## src/rtl/serial_receiver_pkg.sv

```systemverilog
// Shared constants, state encoding and config helper for the serial receiver.
package serial_receiver_pkg;

  localparam int unsigned SERIAL_DATA_WIDTH = 8;
  localparam int unsigned SERIAL_FIFO_DEPTH = 4;

  typedef enum logic {
    SERIAL_RX_IDLE    = 1'b0,
    SERIAL_RX_RECEIVE = 1'b1
  } rx_state_e;

  function automatic bit is_pow2_ge2(input int unsigned v);
    return (v >= 2) && ((v & (v - 1)) == 0);
  endfunction

endpackage

```

## src/rtl/serial_rx_fifo.sv

```systemverilog
// Synchronous show-ahead FIFO holding received bytes; push/pop may coincide when full.
module serial_rx_fifo
  import serial_receiver_pkg::*;
#(
  parameter int unsigned DATA_WIDTH = SERIAL_DATA_WIDTH,
  parameter int unsigned DEPTH      = SERIAL_FIFO_DEPTH
) (
  input  logic                  clk,
  input  logic                  rst,
  input  logic                  push,
  input  logic                  pop,
  input  logic [DATA_WIDTH-1:0] wr_data,
  output logic [DATA_WIDTH-1:0] rd_data,
  output logic                  full,
  output logic                  empty
);

  localparam int unsigned AW = $clog2(DEPTH);

  logic [DATA_WIDTH-1:0] mem [DEPTH];
  logic [AW:0]           wr_ptr;
  logic [AW:0]           rd_ptr;
  logic                  wr_en_c;
  logic                  rd_en_c;

  // Extra pointer bit distinguishes full from empty when the indices match.
  assign empty   = (wr_ptr == rd_ptr);
  assign full    = (wr_ptr[AW] != rd_ptr[AW]) && (wr_ptr[AW-1:0] == rd_ptr[AW-1:0]);
  assign rd_en_c = pop && !empty;
  assign wr_en_c = push && (!full || rd_en_c);
  assign rd_data = mem[rd_ptr[AW-1:0]];

  always_ff @(posedge clk or negedge rst) begin
    if (!rst) begin
      wr_ptr <= '0;
      rd_ptr <= '0;
      for (int unsigned i = 0; i < DEPTH; i++) begin
        mem[i] <= '0;
      end
    end else begin
      if (wr_en_c) begin
        mem[wr_ptr[AW-1:0]] <= wr_data;
        wr_ptr              <= wr_ptr + (AW+1)'(1);
      end
      if (rd_en_c) begin
        rd_ptr <= rd_ptr + (AW+1)'(1);
      end
    end
  end

endmodule

```

## src/rtl/serial_receiver.sv

```systemverilog
// LSB-first serial deserialiser with valid/ready output stage.
// Define SERIAL_RX_FIFO_EN to buffer bytes in serial_rx_fifo instead of a single holding register.
module serial_receiver
  import serial_receiver_pkg::*;
#(
  parameter int unsigned DATA_WIDTH = SERIAL_DATA_WIDTH,
  parameter int unsigned FIFO_DEPTH = SERIAL_FIFO_DEPTH
) (
  input  logic                  clk,
  input  logic                  rst,
  input  logic                  transmission_clock,
  input  logic                  transmission,
  input  logic                  in_data,
  output logic [DATA_WIDTH-1:0] out_data,
  output logic                  out_valid,
  input  logic                  out_ready,
  output logic                  busy,
  output logic                  frame_error,
  output logic                  overrun
);

  localparam int unsigned      CNT_W    = (DATA_WIDTH > 1) ? $clog2(DATA_WIDTH) : 1;
  localparam logic [CNT_W-1:0] LAST_BIT = CNT_W'(DATA_WIDTH - 1);

  // Configurations outside the supported range elaborate this empty marker.
  if (!is_pow2_ge2(FIFO_DEPTH) || (DATA_WIDTH < 2)) begin : g_unsupported_config
  end

  rx_state_e             state;
  logic [CNT_W-1:0]      count;
  logic [DATA_WIDTH-1:0] shift;
  logic                  sample_c;
  logic                  push_c;
  logic [DATA_WIDTH-1:0] push_data_c;

  assign sample_c = transmission && transmission_clock;
  assign busy     = (state == SERIAL_RX_RECEIVE);

  // The last bit bypasses the shift register so the byte is pushed on its strobe edge.
  always_comb begin
    push_c      = 1'b0;
    push_data_c = shift;
    if ((state == SERIAL_RX_RECEIVE) && sample_c && (count == LAST_BIT)) begin
      push_c             = 1'b1;
      push_data_c[count] = in_data;
    end
  end

  always_ff @(posedge clk or negedge rst) begin
    if (!rst) begin
      state       <= SERIAL_RX_IDLE;
      count       <= '0;
      shift       <= '0;
      frame_error <= 1'b0;
    end else begin
      frame_error <= 1'b0;
      case (state)
        SERIAL_RX_IDLE: begin
          if (transmission) begin
            state <= SERIAL_RX_RECEIVE;
            if (transmission_clock) begin
              shift[0] <= in_data;
              count    <= CNT_W'(1);
            end
          end
        end
        SERIAL_RX_RECEIVE: begin
          if (sample_c) begin
            shift[count] <= in_data;
            if (count == LAST_BIT) begin
              count <= '0;
              state <= SERIAL_RX_IDLE;
            end else begin
              count <= count + CNT_W'(1);
            end
          end else if (!transmission) begin
            frame_error <= (count != '0);
            count       <= '0;
            shift       <= '0;
            state       <= SERIAL_RX_IDLE;
          end
        end
        default: state <= SERIAL_RX_IDLE;
      endcase
    end
  end

`ifdef SERIAL_RX_FIFO_EN
  logic fifo_full;
  logic fifo_empty;
  logic pop_c;

  assign pop_c     = !fifo_empty && out_ready;
  assign out_valid = !fifo_empty;

  serial_rx_fifo #(
    .DATA_WIDTH (DATA_WIDTH),
    .DEPTH      (FIFO_DEPTH)
  ) u_fifo (
    .clk     (clk),
    .rst     (rst),
    .push    (push_c),
    .pop     (pop_c),
    .wr_data (push_data_c),
    .rd_data (out_data),
    .full    (fifo_full),
    .empty   (fifo_empty)
  );

  always_ff @(posedge clk or negedge rst) begin
    if (!rst) begin
      overrun <= 1'b0;
    end else begin
      overrun <= push_c && fifo_full && !pop_c;
    end
  end
`else
  // Single holding register: a push into an unconsumed byte is dropped, push wins over pop.
  always_ff @(posedge clk or negedge rst) begin
    if (!rst) begin
      out_data  <= '0;
      out_valid <= 1'b0;
      overrun   <= 1'b0;
    end else begin
      overrun <= 1'b0;
      if (push_c) begin
        if (out_valid && !out_ready) begin
          overrun <= 1'b1;
        end else begin
          out_data  <= push_data_c;
          out_valid <= 1'b1;
        end
      end else if (out_valid && out_ready) begin
        out_valid <= 1'b0;
      end
    end
  end
`endif

endmodule

```

## config.mk

```make
export PLATFORM = sky130hd
export DESIGN_NAME = serial_receiver
export DESIGN_NICKNAME = d
export VERILOG_FILES = /design/src/rtl/serial_receiver_pkg.sv /design/src/rtl/serial_rx_fifo.sv /design/src/rtl/serial_receiver.sv
export SDC_FILE = /design/constraint.sdc
export NUM_CORES = 1
export LEC_CHECK = 0
export CAP_MARGIN = 20
export CORE_MARGIN = 8
export CORE_UTILIZATION = 30
export CTS_CLUSTER_SIZE = 16
export DETAILED_ROUTE_END_ITERATION = 10
export DONT_BUFFER_PORTS = 1
export GPL_TIMING_DRIVEN = 0
export PLACE_DENSITY = 0.54
export SLEW_MARGIN = 10
export SYNTH_ARGS = -nofsm -noshare
export SYNTH_HDL_FRONTEND = slang
export SYNTH_SLANG_ARGS = --single-unit
```

## constraint.sdc

```tcl
create_clock -name clk -period 2.3 [get_ports clk]
set_clock_uncertainty 0.2 [all_clocks]
set_input_delay 0.69 -clock clk [delete_from_list [all_inputs] [get_ports clk]]
set_output_delay 0.69 -clock clk [all_outputs]
set_load 0.01 [all_outputs]
```

==> Word-level counts from Yosys, hierarchy flattened <==
Cells that the tools add are included.
{ "op_classes": {"addsub": 1, "n_lt_le_gt_ge": 2, "eq_ne": 6, "mux": 28, "bitwise_logic": 2, "n_reduce_logical": 13} }
{ "ops": {"columns": ["operator", "n"], "rows": [
  ["8-bit two-way mux", 3],
  ["1-bit two-way mux", 15],
  ["3-bit two-way mux", 5],
  ["8-bit bitwise mux", 1],
  ["1-bit logical AND", 6],
  ["2-bit inequality test (second input constant)", 3],
  ["3-bit one-hot mux with 2 select lines", 1],
  ["2-bit AND reduction", 3],
  ["3-bit by 4-bit < comparator with 1-bit output (second input constant)", 1],
  ["1-bit one-hot mux with 2 select lines", 2],
  ["3-bit by 1-bit adder with 3-bit output (second input constant)", 1],
  ["1-bit demux with 3-bit select", 1],
  ["3-bit == test (second input constant)", 1],
  ["3-bit by 1-bit >= comparator with 1-bit output (second input constant)", 1],
  ["3-bit by 2-bit inequality test with 1-bit output (second input constant)", 1],
  ["3-bit AND reduction", 1],
  ["3-bit nonzero test", 1],
  ["2-bit by 1-bit inequality test with 1-bit output (second input constant)", 1],
  ["1-bit NOT", 2],
  ["2-bit nonzero test", 1],
  ["1-bit zero test", 1]
]} }
{ "totals": {"regBits": 23, "in_bits": 6, "output_inout_bits": 12} }

==> Longest topological paths before layout <==
Gate-level depths: netlist of the first run.
{ "depth": {"ltp_word": 7, "mapped_depth": 6} }

==> Least setup slack after synthesis of the first run <==
Ideal clock, no wire load.
{ "synth_path": {"kind": "input-to-reg", "startpoint": "input port transmission_clock", "endpoint": "register out_data[1]", "arrival_ns": 1.312, "slack_ns": 0.663, "path_stages": 5, "cell_sequence": "buf_6 and3_1 buf_4 a31oi_1 a21oi_2"} }
{ "synth_between": {"elab_chain_cells": 5} }
{ "synth_rtl": {"columns": ["item", "line_no", "rtl"], "rows": [
  ["from (decl)", "serial_receiver.sv:11", "input logic transmission_clock,"],
  ["1-bit logical AND (*)", "serial_receiver.sv:36", "assign sample_c = transmission && transmission_clock;"],
  ["1-bit logical AND (*) (2 in a row)", "serial_receiver.sv:43", "if ((state == SERIAL_RX_RECEIVE) && sample_c && (count == LAST_BIT)) begin"],
  ["1-bit two-way mux", "serial_receiver.sv:43", null],
  ["2-bit AND reduction (no line)", null, null],
  ["to (signal assigned)", "serial_receiver.sv:130", "out_data <= push_data_c;"],
  ["to (decl)", "serial_receiver.sv:14", "output logic [DATA_WIDTH-1:0] out_data,"]
]} }
Every way passes the cells marked *; elsewhere a longest branch is shown, timed or not.
A chain may end at the register's enable or synchronous reset.

==> Worst setup path after layout of the first run <==
{ "layout_path": {"startpoint": "register state, in the netlist busy", "endpoint": "output port busy"} }
{ "layout_rtl": {"columns": ["item", "line_no", "rtl"], "rows": [
  ["from (decl)", "serial_receiver.sv:29", "rx_state_e state;"],
  ["from (signal assigned)", "serial_receiver.sv:51", "state <= SERIAL_RX_IDLE;"],
  ["from (signal assigned)", "serial_receiver.sv:60", "state <= SERIAL_RX_RECEIVE;"],
  ["from (signal assigned)", "serial_receiver.sv:72", "state <= SERIAL_RX_IDLE;"],
  ["to (decl)", "serial_receiver.sv:17", "output logic busy,"]
]} }
No word-level cell between the ends.

==> flow_metrics.py, run 1 <==
metrics = {
    "floorplanning": {
        "rows": 23,
        "initial_core_util_pct": 30.5,
        "core_um2": 3910,
        "fp.dieH_um": 79.1,
        "pin_count": 18,
        "fp.dieArea_um2": 6250,
        "die-width_um": 79.1,
    },
    "drt": {
        "drtIter0Drc": 89,
        "vias_per_cell": 5.24,
        "dr.pass1.iters": 5,
        "vias": 865,
        "drtAntennaViolNets": 0,
        "drc": 0,
        "routed_wl_um": 2720,
        "wl_per_cell_um": 16.5,
    },
    "timing": {
        "maxSlewHeadroom_pct": 61.2,
        "tightest_slew_ns": 0.581,
        "min_period_over_period_pct": 74.9,
        "hold_viol": 0,
        "fin_tns_setup_ns": 0,
        "layout_min_cycle_time_ns": 1.72,
        "maxClockFrequency_ghz": 0.581,
        "rsz0062_at_grt": "false",
        "setup_violations": 0,
        "drv_slew": 0,
        "whs_ns": 0.0216,
    },
    "placed_design": {
        "dpl.hpwl_um": 1950,
        "gp_congestion": 0.771,
        "port_buffers": 0,
    },
    "global_route": {
        "grt_pass1_vias": 869,
        "track_usage_pct": 9.06,
        "antenna_found_initial": 0,
        "grt.overflow.total": 0,
        "grt_max_degree": 24,
        "grt_pass1_wl_um": 4430,
    },
    "pwr": {
        "powerDensity_nw_per_um2": 583,
        "leakagePower_uw": 0.000598,
        "seqPwrFrac_pct": 55.2,
        "switching_power_uw": 194,
        "swShare_pct": 25.2,
        "clkPwrFrac_pct": 32.9,
        "p_comb_share_pct": 11.9,
        "vdd_drop_max_mv": 0.320,
        "p_int_uw": 577,
    },
    "synthesis": {
        "synth_warnings": 0,
        "yosysSeqAreaShare_pct": 48.2,
        "synth_top_family_by_area": "compound AO/OA/AOI/OAI gates",
        "async_flop_share_pct": 100,
        "netlist.top_cell.by_area": "dfrtp_1",
        "synth-xor-area-share_pct": 0,
        "syn-num-nets": 120,
        "avgSynthCellArea_um2": 10.9,
        "synth_fa_ha_area_share_pct": 4.19,
        "synth_compound_area_share_pct": 21.3,
        "synthCells": 110,
        "synth_top_flop_cell": "dfrtp_1",
        "ys_ff_latch": 23,
        "synth.distinct_cells": 28,
        "yosys.area.top_type_share_pct": 48.2,
        "synth_area_leaders": "dfrtp_1 (48%), mux2i_1 (6.7%), a21oi_2 (5.9%)",
        "muxShareOfSynthArea_pct": 6.71,
        "synthTopCellsByCount": "dfrtp_1 (23), o21ai_0 (14), a31oi_1 (9)",
        "syn_area_um2": 1190,
        "yosys.area_share.simple_pct": 12.2,
        "synth_edf_count": 0,
        "yosys.cell_count.top_type": "dfrtp_1",
    },
    "setup_path": {
        "end_kind": "primary output",
        "crit_fanout": 9,
        "critical_path_class": "reg -> out",
        "worstPathArrival_ns": 0.83,
        "crit_required_ns": 1.41,
        "critPathLaunchType": "register",
    },
    "clock_tree": {
        "cts-buffers-inserted": 3,
        "h-tree-depth": 1,
        "cts-root-buf": "clkbuf_8",
        "ctsLongestPathBuffers": 2,
        "clk_pin_slew_ns": 0.08,
        "cts_sinks": 23,
        "cts_resized": 0,
        "post_cts_buffers": 0,
        "cts_tree": "built",
        "insertion_delay_ns": 0.27,
    },
    "layout": {
        "diodes": 0,
        "syn2layout_area_growth_pct": 10.7,
        "nets": 126,
        "drive_above_1_share_pct": 20.9,
    },
    "flow_run": {
        "drv_cap": 0,
    },
    "outcome": {
        "status": "complete, no violations",
    },
    "hold_path": {
        "hp-class": "in -> async",
    },
}
## area by class of cell
type | count | area (µm²)
fillers | 414 | 2590
well taps | 50 | 62.6
repair buffers | 1 | 20.0
flip-flops and latches | 23 | 576
inverters | 5 | 18.8
plain buffers | 9 | 70.1
multi-input cells | 73 | 529
clock buffers | 4 | 45.0
## final timing paths
check / start / endpoint / slack (ns) / depth (start not counted)
max in group asynchronous: rst / out_data[1] / 1.73 / 1
worst min register to register: shift[5] / shift[5] / 0.31 / 2
worst max register to register: count[0] / out_data[1] / 0.60 / 6
worst min-delay path: rst / busy / 0.02 / 1
min in group clk: transmission / frame_error / 0.29 / 1
worst max-delay path: busy / busy / 0.58 / 0
## kinds of logic (layout without fill, tap and decap cells)
group,count (synthesis),after routing
AO/OA/AOI/OAI,39,39
adder cells (fa/ha/maj),4,4
buffers and inverters,14,19
flip-flops,23,23
multiplexers,8,8
AND/OR/NAND/NOR,22,22
## cell usage in the layout (no fill, tap or decap), types with 4 or more instances in the layout
| cell | synthesis | final |
|---|---|---|
| a21oi_2 | 8 | 8 |
| a31oi_1 | 9 | 9 |
| dfrtp_1 | 23 | 23 |
| ha_1 | 4 | 4 |
| inv_1 | 5 | 5 |
| mux2i_1 | 8 | 8 |
| nand2_1 | 4 | 4 |
| o21ai_0 | 14 | 14 |
## per-layer routing
metal,share of wire (%),up-vias,track usage [%]
met3,7.7,2,3.61
met2,49,25,14.4
li1,-,403,-
met1,42,435,11.0
met4,0.59,0,2.78
met5,0,-,0
## power groups by stage
stage	registers [µW]	clock network (µW)	logic, µW
finish	425	253	91.9
global route	427	276	103
global placement	433	0	79.4
floorplan	431	0	65.5
detailed placement	434	0	80.9
CTS	425	265	93.5
## sequential cells by signal, summed over array words and instances, names as in the netlist
name	flops
out_data	8
shift	8
count	3
busy	1
frame_error	1
out_valid	1
overrun	1
## metrics by stage
step / setup slack, ns / std cells / cell area (µm²) / power (µW) / utilization (%)
final: 0.578 / 165 / 1320 / 770 / 33.8
after global routing: 0.521 / 165 / 1320 / 806 / 33.8
after CTS: 0.570 / 165 / 1320 / 784 / 33.8
after detailed placement: 0.514 / 160 / 1260 / 514 / 32.1
after global placement: 0.550 / 160 / 1260 / 513 / 32.1
after floorplan: 0.663 / 110 / 1190 / 496 / -
## timing repair
item                                   4_1_cts  5_1_grt
setup endpoints to repair                    0        0
hold buffers                                 1        0
endpoints found under the hold margin       23        0
Note: power is estimated with default switching activity, not from simulation.
==> run 2: changes to the inputs <==
Clock period 2.3 ns to 1.8 ns, I/O delays scaled along.
==> flow_metrics.py, run 2 (synthesis results as in run 1) <==
metrics = {
    "outcome": {
        "status": "complete, no violations",
    },
    "clock_tree": {
        "cts_sinks": 23,
        "cts_tree": "built",
        "insertion_delay_ns": 0.27,
        "cts-buffers-inserted": 3,
        "post_cts_buffers": 0,
        "ctsLongestPathBuffers": 2,
        "h-tree-depth": 1,
        "clk_pin_slew_ns": 0.09,
        "cts-root-buf": "clkbuf_8",
    },
    "global_route": {
        "grt_pass1_vias": 872,
        "antenna_found_initial": 0,
        "track_usage_pct": 9.08,
        "grt.overflow.total": 0,
        "grt_pass1_wl_um": 4440,
        "grt_max_degree": 24,
    },
    "hold_path": {
        "min_from": "transmission",
        "hp-class": "in -> reg",
        "holdPathStages": 1,
        "holdPathEnd": "frame_error",
    },
    "setup_path": {
        "end_kind": "register",
        "crit_chain": "ha_1, ha_1, buf_2, and3_1, buf_6, a21oi_2",
        "crit_fanout": 10,
        "rr_endpoint": "out_data[1]",
        "critPathTopFamily": "adder cells",
        "cp_slowest_cell": "dfrtp_1",
        "cp_common_cell": "ha_1",
        "reg2regPathDepth": 6,
        "critical_path_class": "reg -> reg",
        "crit_required_ns": 1.79,
        "crit_buf_inv": 2,
        "rrSetupSlack_ns": 0.09,
        "critical-path-max-stage-delay_ns": 0.40,
        "critPathLaunchType": "register",
        "worstPathArrival_ns": 1.70,
        "r2r_start": "count[0]",
    },
    "drt": {
        "vias_per_cell": 5.27,
        "top_layer": "met4",
        "met3RoutedLength_um": 228,
        "dr.pass1.iters": 4,
        "wl_per_cell_um": 16.4,
        "drtIter0Drc": 71,
        "wl_met2_um": 1350,
        "routed_wl_um": 2720,
        "drtAntennaViolNets": 0,
        "drc": 0,
        "met1_length_um": 1120,
        "vias": 874,
    },
    "pwr": {
        "powerDensity_nw_per_um2": 743,
        "fin_total_pwr_uw": 989,
        "vdd_drop_max_mv": 0.410,
        "leakagePower_uw": 0.000602,
    },
    "timing": {
        "drv_slew": 0,
        "tightest_slew_ns": 0.588,
        "min_period_over_period_pct": 94.8,
        "layout_min_cycle_time_ns": 1.71,
        "maxClockFrequency_ghz": 0.586,
        "fin_tns_setup_ns": 0,
        "maxSlewHeadroom_pct": 60.7,
        "rsz0062_at_grt": "false",
        "hold_viol": 0,
        "setup_violations": 0,
    },
    "layout": {
        "top_regs": "out_data x8, shift x8, count x3",
        "fillerInstances": 413,
        "nets": 127,
        "most-common-layout-cells": "dfrtp_1 (23), o21ai_0 (14), a31oi_1 (9), mux2i_1 (8), a21oi_2 (8)",
        "mostFrequentLayoutCell": "dfrtp_1",
        "drive_above_1_share_pct": 20.7,
        "diodes": 0,
        "syn2layout_area_growth_pct": 11.5,
    },
    "floorplanning": {
        "initial_core_util_pct": 30.5,
        "core_um2": 3910,
        "die-width_um": 79.1,
        "fp.dieArea_um2": 6250,
        "pin_count": 18,
        "rows": 23,
        "fp.dieH_um": 79.1,
    },
    "placed_design": {
        "gp_congestion": 0.771,
        "dpl.hpwl_um": 1950,
        "port_buffers": 0,
    },
    "flow_run": {
        "drv_cap": 0,
    },
}
## run 2: cell count changes in the layout (fill, tap and decap cells not counted)
| cell | delta |
|---|---|
| dlygate4sd3_1 | +1 |
## run 2: layout make-up
cell class | count | area, µm² | area share [%]
multi-input combinational | 73 | 529 | 39.8
clock buffer | 4 | 45.0 | 3.38
inverter | 5 | 18.8 | 1.41
buffer | 9 | 70.1 | 5.26
sequential | 23 | 576 | 43.2
timing repair buffer | 2 | 30.0 | 2.26
tap | 50 | 62.6 | 4.70
## run 2: worst max-delay path by stage
stage | startpoint | to | slack, ns | cells after the start
6_report | count[0] | out_data[1] | 0.09 | 6
5_1_grt | count[0] | out_data[2] | 0.02 | 6
4_1_cts | count[0] | out_data[3] | 0.11 | 6
3_5_place_dp | count[0] | out_data[3] | 0.12 | 6
3_3_place_gp | count[0] | out_data[3] | 0.14 | 6
2_1_floorplan | count[0] | out_data[0] | 0.25 | 6
## run 2: per-stage QoR
step	setup slack (ns)	util [%]	area [µm²]	cells	hold slack, ns
floorplan	0.250	-	1190	110	0.0444
global placement	0.138	32.1	1260	160	0.0456
detailed placement	0.121	32.1	1260	160	0.0455
CTS	0.111	34.0	1330	166	0.127
global route	0.0208	34.0	1330	166	0.127
finish	0.0941	34.0	1330	166	0.138
## run 2: power by group
part / internal, µW / total (µW) / switching, µW
clock network: 158 / 325 / 167
logic: 49.7 / 120 / 70.3
registers: 530 / 543 / 12.9
## run 2: metal layers
layer	up-vias	global-route usage, %
met3	2	3.61
li1	407	-
met5	-	0
met4	0	2.78
met2	37	14.4
met1	428	11.1
## run 2: repair_timing
action / CTS / global route
endpoints found under the hold margin: 23 / 0
hold buffers: 2 / 0
endpoints found under the setup margin: 0 / 0
gates resized for setup: 0 / 0
